[src/rtl/bats_feed_arbiter.sv]
// bats_feed_arbiter: A/B packet-level line arbiter in front of the PITCH parser.
// Chooses one of two redundant feeds per packet from its Sequenced Unit Header,
// then forwards the packet whole (gap-free, in order) or discards it whole.
module bats_feed_arbiter #(
    parameter logic [7:0]  UNIT  = 8'h01,
    parameter int unsigned CNT_W = 16
) (
    input  logic             Clk40,
    input  logic             reset_n,
    input  logic [71:0]      a_data,
    input  logic             a_valid,
    input  logic             a_last,
    output logic             a_ready,
    input  logic [71:0]      b_data,
    input  logic             b_valid,
    input  logic             b_last,
    output logic             b_ready,
    output logic [71:0]      out_data,
    output logic             out_valid,
    input  logic             out_ready,
    input  logic             resync,
    output logic [31:0]      expected_seq,
    output logic             seq_locked,
    output logic             gap_pulse,
    output logic [CNT_W-1:0] gap_count,
    output logic [CNT_W-1:0] dup_count,
    output logic [CNT_W-1:0] drop_count
);

    typedef enum logic [1:0] {
        ST_IDLE   = 2'd0,
        ST_DECIDE = 2'd1,
        ST_FWD    = 2'd2,
        ST_DROP   = 2'd3
    } state_t;

    // Header seq is little-endian in bytes 4..7; byte 4 sits in bits 31:24.
    function automatic logic [31:0] le32(input logic [31:0] w);
        return {w[7:0], w[15:8], w[23:16], w[31:24]};
    endfunction

    // True when x precedes y in modular (serial-number) order.
    function automatic logic seq_before(input logic [31:0] x, input logic [31:0] y);
        return 1'((x - y) >> 31);
    endfunction

    function automatic logic [CNT_W-1:0] sat_inc(input logic [CNT_W-1:0] c);
        return (&c) ? c : c + CNT_W'(1);
    endfunction

    state_t           r_state;
    state_t           w_next;
    logic             r_sel;            // 0 = feed A, 1 = feed B
    logic [7:0]       r_cnt;
    logic [7:0]       r_unit;
    logic [7:0]       r_be;
    logic [31:0]      r_seq;
    logic [31:0]      r_exp;
    logic             r_locked;
    logic             r_gap_pulse;
    logic [CNT_W-1:0] r_gap_cnt;
    logic [CNT_W-1:0] r_dup_cnt;
    logic [CNT_W-1:0] r_drop_cnt;

    logic [31:0]      w_a_seq;
    logic [31:0]      w_b_seq;
    logic             w_a_elig;
    logic             w_b_elig;
    logic             w_pick_b;
    logic [31:0]      w_d;
    logic             w_bad;
    logic             w_hb;
    logic             w_dup;
    logic             w_to_drop;
    logic [71:0]      w_sel_data;
    logic             w_sel_valid;
    logic             w_sel_last;
    logic             w_sel_ready;

    assign w_a_seq  = le32(a_data[31:0]);
    assign w_b_seq  = le32(b_data[31:0]);
    assign w_a_elig = a_valid && (a_data[39:32] == UNIT);
    assign w_b_elig = b_valid && (b_data[39:32] == UNIT);

    // Header classification of the latched packet (meaningful in DECIDE).
    assign w_d       = r_seq - r_exp;
    assign w_bad     = (r_be != 8'hFF) || (r_unit != UNIT);
    assign w_hb      = (r_cnt == 8'd0);
    assign w_dup     = r_locked && w_d[31];
    assign w_to_drop = w_bad || w_hb || w_dup;

    // Feed choice in IDLE: lower seq wins among eligible headers, A on ties.
    always_comb begin
        w_pick_b = 1'b0;
        if (a_valid && b_valid) begin
            if (w_a_elig && w_b_elig) begin
                w_pick_b = seq_before(w_b_seq, w_a_seq);
            end else if (w_b_elig && !w_a_elig) begin
                w_pick_b = 1'b1;
            end else begin
                w_pick_b = 1'b0;
            end
        end else if (b_valid) begin
            w_pick_b = 1'b1;
        end else begin
            w_pick_b = 1'b0;
        end
    end

    // Selected-feed mux used by FWD/DROP.
    always_comb begin
        if (r_sel) begin
            w_sel_data  = b_data;
            w_sel_valid = b_valid;
            w_sel_last  = b_last;
        end else begin
            w_sel_data  = a_data;
            w_sel_valid = a_valid;
            w_sel_last  = a_last;
        end
    end

    // Next-state logic and pass-through/ready outputs.
    always_comb begin
        w_next      = r_state;
        w_sel_ready = 1'b0;
        out_data    = 72'd0;
        out_valid   = 1'b0;
        case (r_state)
            ST_IDLE: begin
                if (a_valid || b_valid) begin
                    w_next = ST_DECIDE;
                end else begin
                    w_next = ST_IDLE;
                end
            end
            ST_DECIDE: begin
                if (w_to_drop) begin
                    w_next = ST_DROP;
                end else begin
                    w_next = ST_FWD;
                end
            end
            ST_FWD: begin
                out_data    = w_sel_data;
                out_valid   = w_sel_valid;
                w_sel_ready = out_ready;
                if (w_sel_valid && out_ready && w_sel_last) begin
                    w_next = ST_IDLE;
                end else begin
                    w_next = ST_FWD;
                end
            end
            ST_DROP: begin
                w_sel_ready = 1'b1;
                if (w_sel_valid && w_sel_last) begin
                    w_next = ST_IDLE;
                end else begin
                    w_next = ST_DROP;
                end
            end
            default: begin
                w_next = ST_IDLE;
            end
        endcase
        a_ready = w_sel_ready && !r_sel;
        b_ready = w_sel_ready && r_sel;
    end

    // State register.
    always_ff @(posedge Clk40 or negedge reset_n) begin
        if (!reset_n) begin
            r_state <= ST_IDLE;
        end else begin
            r_state <= w_next;
        end
    end

    // Latch the chosen feed and its header fields when leaving IDLE.
    always_ff @(posedge Clk40 or negedge reset_n) begin
        if (!reset_n) begin
            r_sel  <= 1'b0;
            r_cnt  <= 8'd0;
            r_unit <= 8'd0;
            r_be   <= 8'd0;
            r_seq  <= 32'd0;
        end else if ((r_state == ST_IDLE) && (a_valid || b_valid)) begin
            r_sel <= w_pick_b;
            if (w_pick_b) begin
                r_cnt  <= b_data[47:40];
                r_unit <= b_data[39:32];
                r_be   <= b_data[71:64];
                r_seq  <= w_b_seq;
            end else begin
                r_cnt  <= a_data[47:40];
                r_unit <= a_data[39:32];
                r_be   <= a_data[71:64];
                r_seq  <= w_a_seq;
            end
        end
    end

    // Sequence tracking, gap pulse and statistics, all applied on leaving DECIDE.
    always_ff @(posedge Clk40 or negedge reset_n) begin
        if (!reset_n) begin
            r_exp       <= 32'd0;
            r_locked    <= 1'b0;
            r_gap_pulse <= 1'b0;
            r_gap_cnt   <= {CNT_W{1'b0}};
            r_dup_cnt   <= {CNT_W{1'b0}};
            r_drop_cnt  <= {CNT_W{1'b0}};
        end else begin
            r_gap_pulse <= 1'b0;
            if (r_state == ST_DECIDE) begin
                if (w_bad) begin
                    r_drop_cnt <= sat_inc(r_drop_cnt);
                end else if (w_hb) begin
                    r_exp <= r_exp;     // heartbeats leave tracking untouched
                end else if (!r_locked) begin
                    r_exp    <= r_seq + {24'd0, r_cnt};
                    r_locked <= 1'b1;
                end else if (w_d == 32'd0) begin
                    r_exp <= r_exp + {24'd0, r_cnt};
                end else if (w_dup) begin
                    r_dup_cnt <= sat_inc(r_dup_cnt);
                end else begin
                    r_exp       <= r_seq + {24'd0, r_cnt};
                    r_gap_pulse <= 1'b1;
                    r_gap_cnt   <= sat_inc(r_gap_cnt);
                end
            end
            // resync wins over any lock taken on the same edge
            if (resync) begin
                r_locked <= 1'b0;
            end
        end
    end

    assign expected_seq = r_exp;
    assign seq_locked   = r_locked;
    assign gap_pulse    = r_gap_pulse;
    assign gap_count    = r_gap_cnt;
    assign dup_count    = r_dup_cnt;
    assign drop_count   = r_drop_cnt;

endmodule

[config.mk]
export PLATFORM = sky130hd
export DESIGN_NAME = bats_feed_arbiter
export DESIGN_NICKNAME = d
export VERILOG_FILES = /design/src/rtl/bats_feed_arbiter.sv
export SDC_FILE = /design/constraint.sdc
export NUM_CORES = 1
export LEC_CHECK = 0
export ABC_AREA = 0
export BUFFER_PORTS_ARGS = -buffer_cell sky130_fd_sc_hd__buf_2
export CAP_MARGIN = 20
export CORE_MARGIN = 4
export CORE_UTILIZATION = 50
export DETAILED_ROUTE_END_ITERATION = 10
export MAX_ROUTING_LAYER = met4
export PLACE_DENSITY = 0.87
export SYNTH_ARGS = -nofsm -noshare
export SYNTH_HDL_FRONTEND = slang
export SYNTH_SLANG_ARGS = --single-unit
[constraint.sdc]
create_clock -name Clk40 -period 8.75 [get_ports Clk40]
set_input_delay 1.75 -clock Clk40 [delete_from_list [all_inputs] [get_ports Clk40]]
set_output_delay 1.75 -clock Clk40 [all_outputs]
set_load 0.02 [all_outputs]
==> impl_metrics.yaml <==
sta:
  final_max_slew_viol_count: 0
  fin_ws_ns: 3.74
  fin_skew_ns: 0.0104
  worstMarginPinSlew_ns: 1.05
  tns_ns: 0
  setup_viol: 0
  max_freq_ghz: 0.199
  finalCritPeriodShare_pct: 57.3
  relSlewSlack_pct: 27.9
  fin_crit_ns: 5.01
  rsz0062_at_grt: "no"
  hold_viol_final: 0
logic_synthesis:
  synth_cells: 1482
  syn_area_um2: 12200
  ys.flop_type: "dfrtp_1"
  syn_avg_cell_area_um2: 8.23
  syn-num-nets: 1716
  synth_top_cell_by_area: "dfrtp_1"
  yosys.cell_types.count: 84
  yosysSeqAreaShare_pct: 28.9
  synth_area_leaders: "dfrtp_1, ha_1, mux2i_1"
  synth_top_area_share_pct: 28.9
  synth_seq_cells: 141
  synthArstFlopShare_pct: 100
  yosysWarnings: 0
  synth_edf_count: 0
global_routing:
  use_met1_pct: 40.0
  gr-total-overflow: 0
  top_usage_layer: "met2"
  globalRouteTotalUtil_pct: 32.5
  grt_pass1_vias: 12500
  antenna_found_initial: 8
  gr-usage-met3_pct: 6.20
  met2_usage_pct: 53.0
  grt_pass1_wl_um: 67600
  grt_start_max_net_pins: 81
worst_setup_path:
  crit_buf_inv: 1
  cp_top_family: "simple AND/OR/NAND/NOR gates"
  start_kind: "register"
  cp-end-kind: "register"
  r2r_start: "expected_seq[20]"
  startpoint: "expected_seq[20]"
  path_cells: "inv_1, ha_1, nand4_1, or4_1, a211oi_2, nor2_1, a31oi_1, mux2i_1, nand3_1, nand3_1, mux2_2"
  worstPathArrival_ns: 5.35
  worstPathRequired_ns: 9.08
  cpMaxStageDelayCell: "mux2i_1"
  criticalPathCategory: "register to register"
  cp_max_fo: 16
  cpMostUsedCell: "nand3_1"
  slowest_delay_ns: 0.90
placement:
  gp_congestion: 1.01
  dp_slack_ns: 3.68
  place_hpwl_um: 33700
  numPortBuffers: 308
floorplanning:
  die_area_um2: 27000
  start_util_pct: 51.4
  coreArea_um2: 23800
  io_pins: 309
  rows: 56
  fp.dieH_um: 164
  chipWidth_um: 164
clocking:
  cts_tree: "built"
  hold_buffers: 0
  clock_sinks: 141
  post_cts_buffers: 0
  cts_resized: 0
  numCtsBuffers: 17
  cts-root-buf: "clkbuf_16"
  clock_path_buffers: 2
  clk_latency_ns: 0.44
  cts-htree-levels: 4
  clk_pin_slew_ns: 0.08
finish:
  syn_to_final_growth_pct: 19.6
  layout-drive-gt1-share_pct: 21.8
  most-common-layout-cells: "buf_2, nor2_1, dfrtp_1"
  mostFrequentLayoutCell: "buf_2"
  nets: 1976
routing:
  wirelength_um: 43600
  drc: 0
  antenna_left: 0
  via_count: 13100
  drtIter0Drc: 1473
  dr.pass1.iters: 6
  post_drt_via_cell_ratio: 6.26
  avgRoutedWirePerCell_um: 20.9
worst_hold_path:
  hold_path_class: "register to register"
  hold_path.startpoint: "r_unit[2]"
run:
  max_cap_viol_count: 0
run_status:
  outcome: "finished clean"
power_and_ir_drop:
  powerDensity_nw_per_um2: 300
  leakage_nw: 7.08
  ir_drop_mv: 0.196
-- flip-flops by register name, indices dropped and copies added (netlist names) --
signal / cells
gap_pulse: 1
r_cnt: 8
gap_count: 16
seq_locked: 1
r_be: 8
r_unit: 8
drop_count: 16
r_seq: 32
dup_count: 16
expected_seq: 32
r_sel: 1
r_state: 2
-- area by class of cell --
type	count	area, um^2
fillers	2035	9160
clock buffers	17	425
multi-input cells	1167	8020
clock inverters	15	189
repair buffers	320	1650
well taps	319	399
inverters	95	357
flip-flops and latches	141	3530
diodes	10	25.0
-- cell usage after synthesis (7+ instances only) --
master	instances
o211ai_1	18
inv_1	95
nor3_1	40
a21o_1	25
nand3_1	85
nand2_1	107
xnor2_1	64
clkbuf_1	53
o21ai_0	53
nor2_1	160
nand4_1	41
o22ai_1	9
nor4b_1	7
or3_1	9
buf_1	8
a211oi_1	12
nand2b_1	9
a221o_1	48
mux2i_1	86
nor4_1	9
nor2b_1	8
xor2_1	24
ha_1	80
buf_2	9
a31oi_1	9
and3_1	67
dfrtp_1	141
o21a_1	10
a21oi_1	65
-- final timing paths --
| kind | endpoint | slack (ns) | cells after the start |
|---|---|---|---|
| min in group asynchronous | expected_seq[30] | 1.36 | 1 |
| worst min-delay path | r_unit[2] | 0.49 | 2 |
| worst min register to register | r_unit[2] | 0.49 | 2 |
| worst max-delay path | gap_count[1] | 3.74 | 11 |
| max in group asynchronous | r_sel | 5.99 | 2 |
| worst max register to register | gap_count[1] | 3.74 | 11 |
-- logic make-up (layout without fill, tap and decap cells) --
group	after synthesis	count (layout)	synth area share, %
other	0	10	0
AO/OA/AOI/OAI	324	324	19.2
adder cells (fa/ha/maj)	82	82	8.53
XOR/XNOR	88	88	6.32
AND/OR/NAND/NOR	581	581	23.7
multiplexers	92	92	7.61
buffers and inverters	174	447	5.69
flip-flops	141	141	28.9
-- metrics by stage --
| stage | total power [W] | instance area [um^2] | hold slack, ns | instances | utilization, % |
|---|---|---|---|---|---|
| after floorplan | 0.00285 | 12200 | 0.450 | 1482 | - |
| after global placement | 0.00352 | 13900 | 0.465 | 2041 | 58.7 |
| after detailed placement | 0.00356 | 13900 | 0.476 | 2041 | 58.7 |
| after CTS | 0.00433 | 14500 | 0.492 | 2073 | 61.2 |
| after global routing | 0.00464 | 14600 | 0.509 | 2082 | 61.4 |
| final | 0.00438 | 14600 | 0.493 | 2084 | 61.4 |
-- routing by layer --
metal	vias to the layer above	share of wire (%)
met3	131	8.0
li1	5968	-
met2	688	48
met4	0	4.0
met5	-	0
met1	6268	40
-- worst register-to-register path, delay by kind of cell (launching register included) --
kind,cells,cell delay (ns)
and+or+nand+nor,5,2.16
muxes,2,1.26
adders and majority gates,1,0.51
AOI/OAI and AO/OA,2,0.47
DFF,1,0.41
buffers and inverters,1,0.12
-- power breakdown --
part | switching, W | leakage, nW | internal, W
Sequential | 0.000247 | 1.86 | 0.000795
Clock | 0.000363 | 0.299 | 0.000390
Combinational | 0.00157 | 4.92 | 0.00102
Total | 0.00218 | 7.08 | 0.00220
No activity file was read; power rests on OpenSTA's default activity.
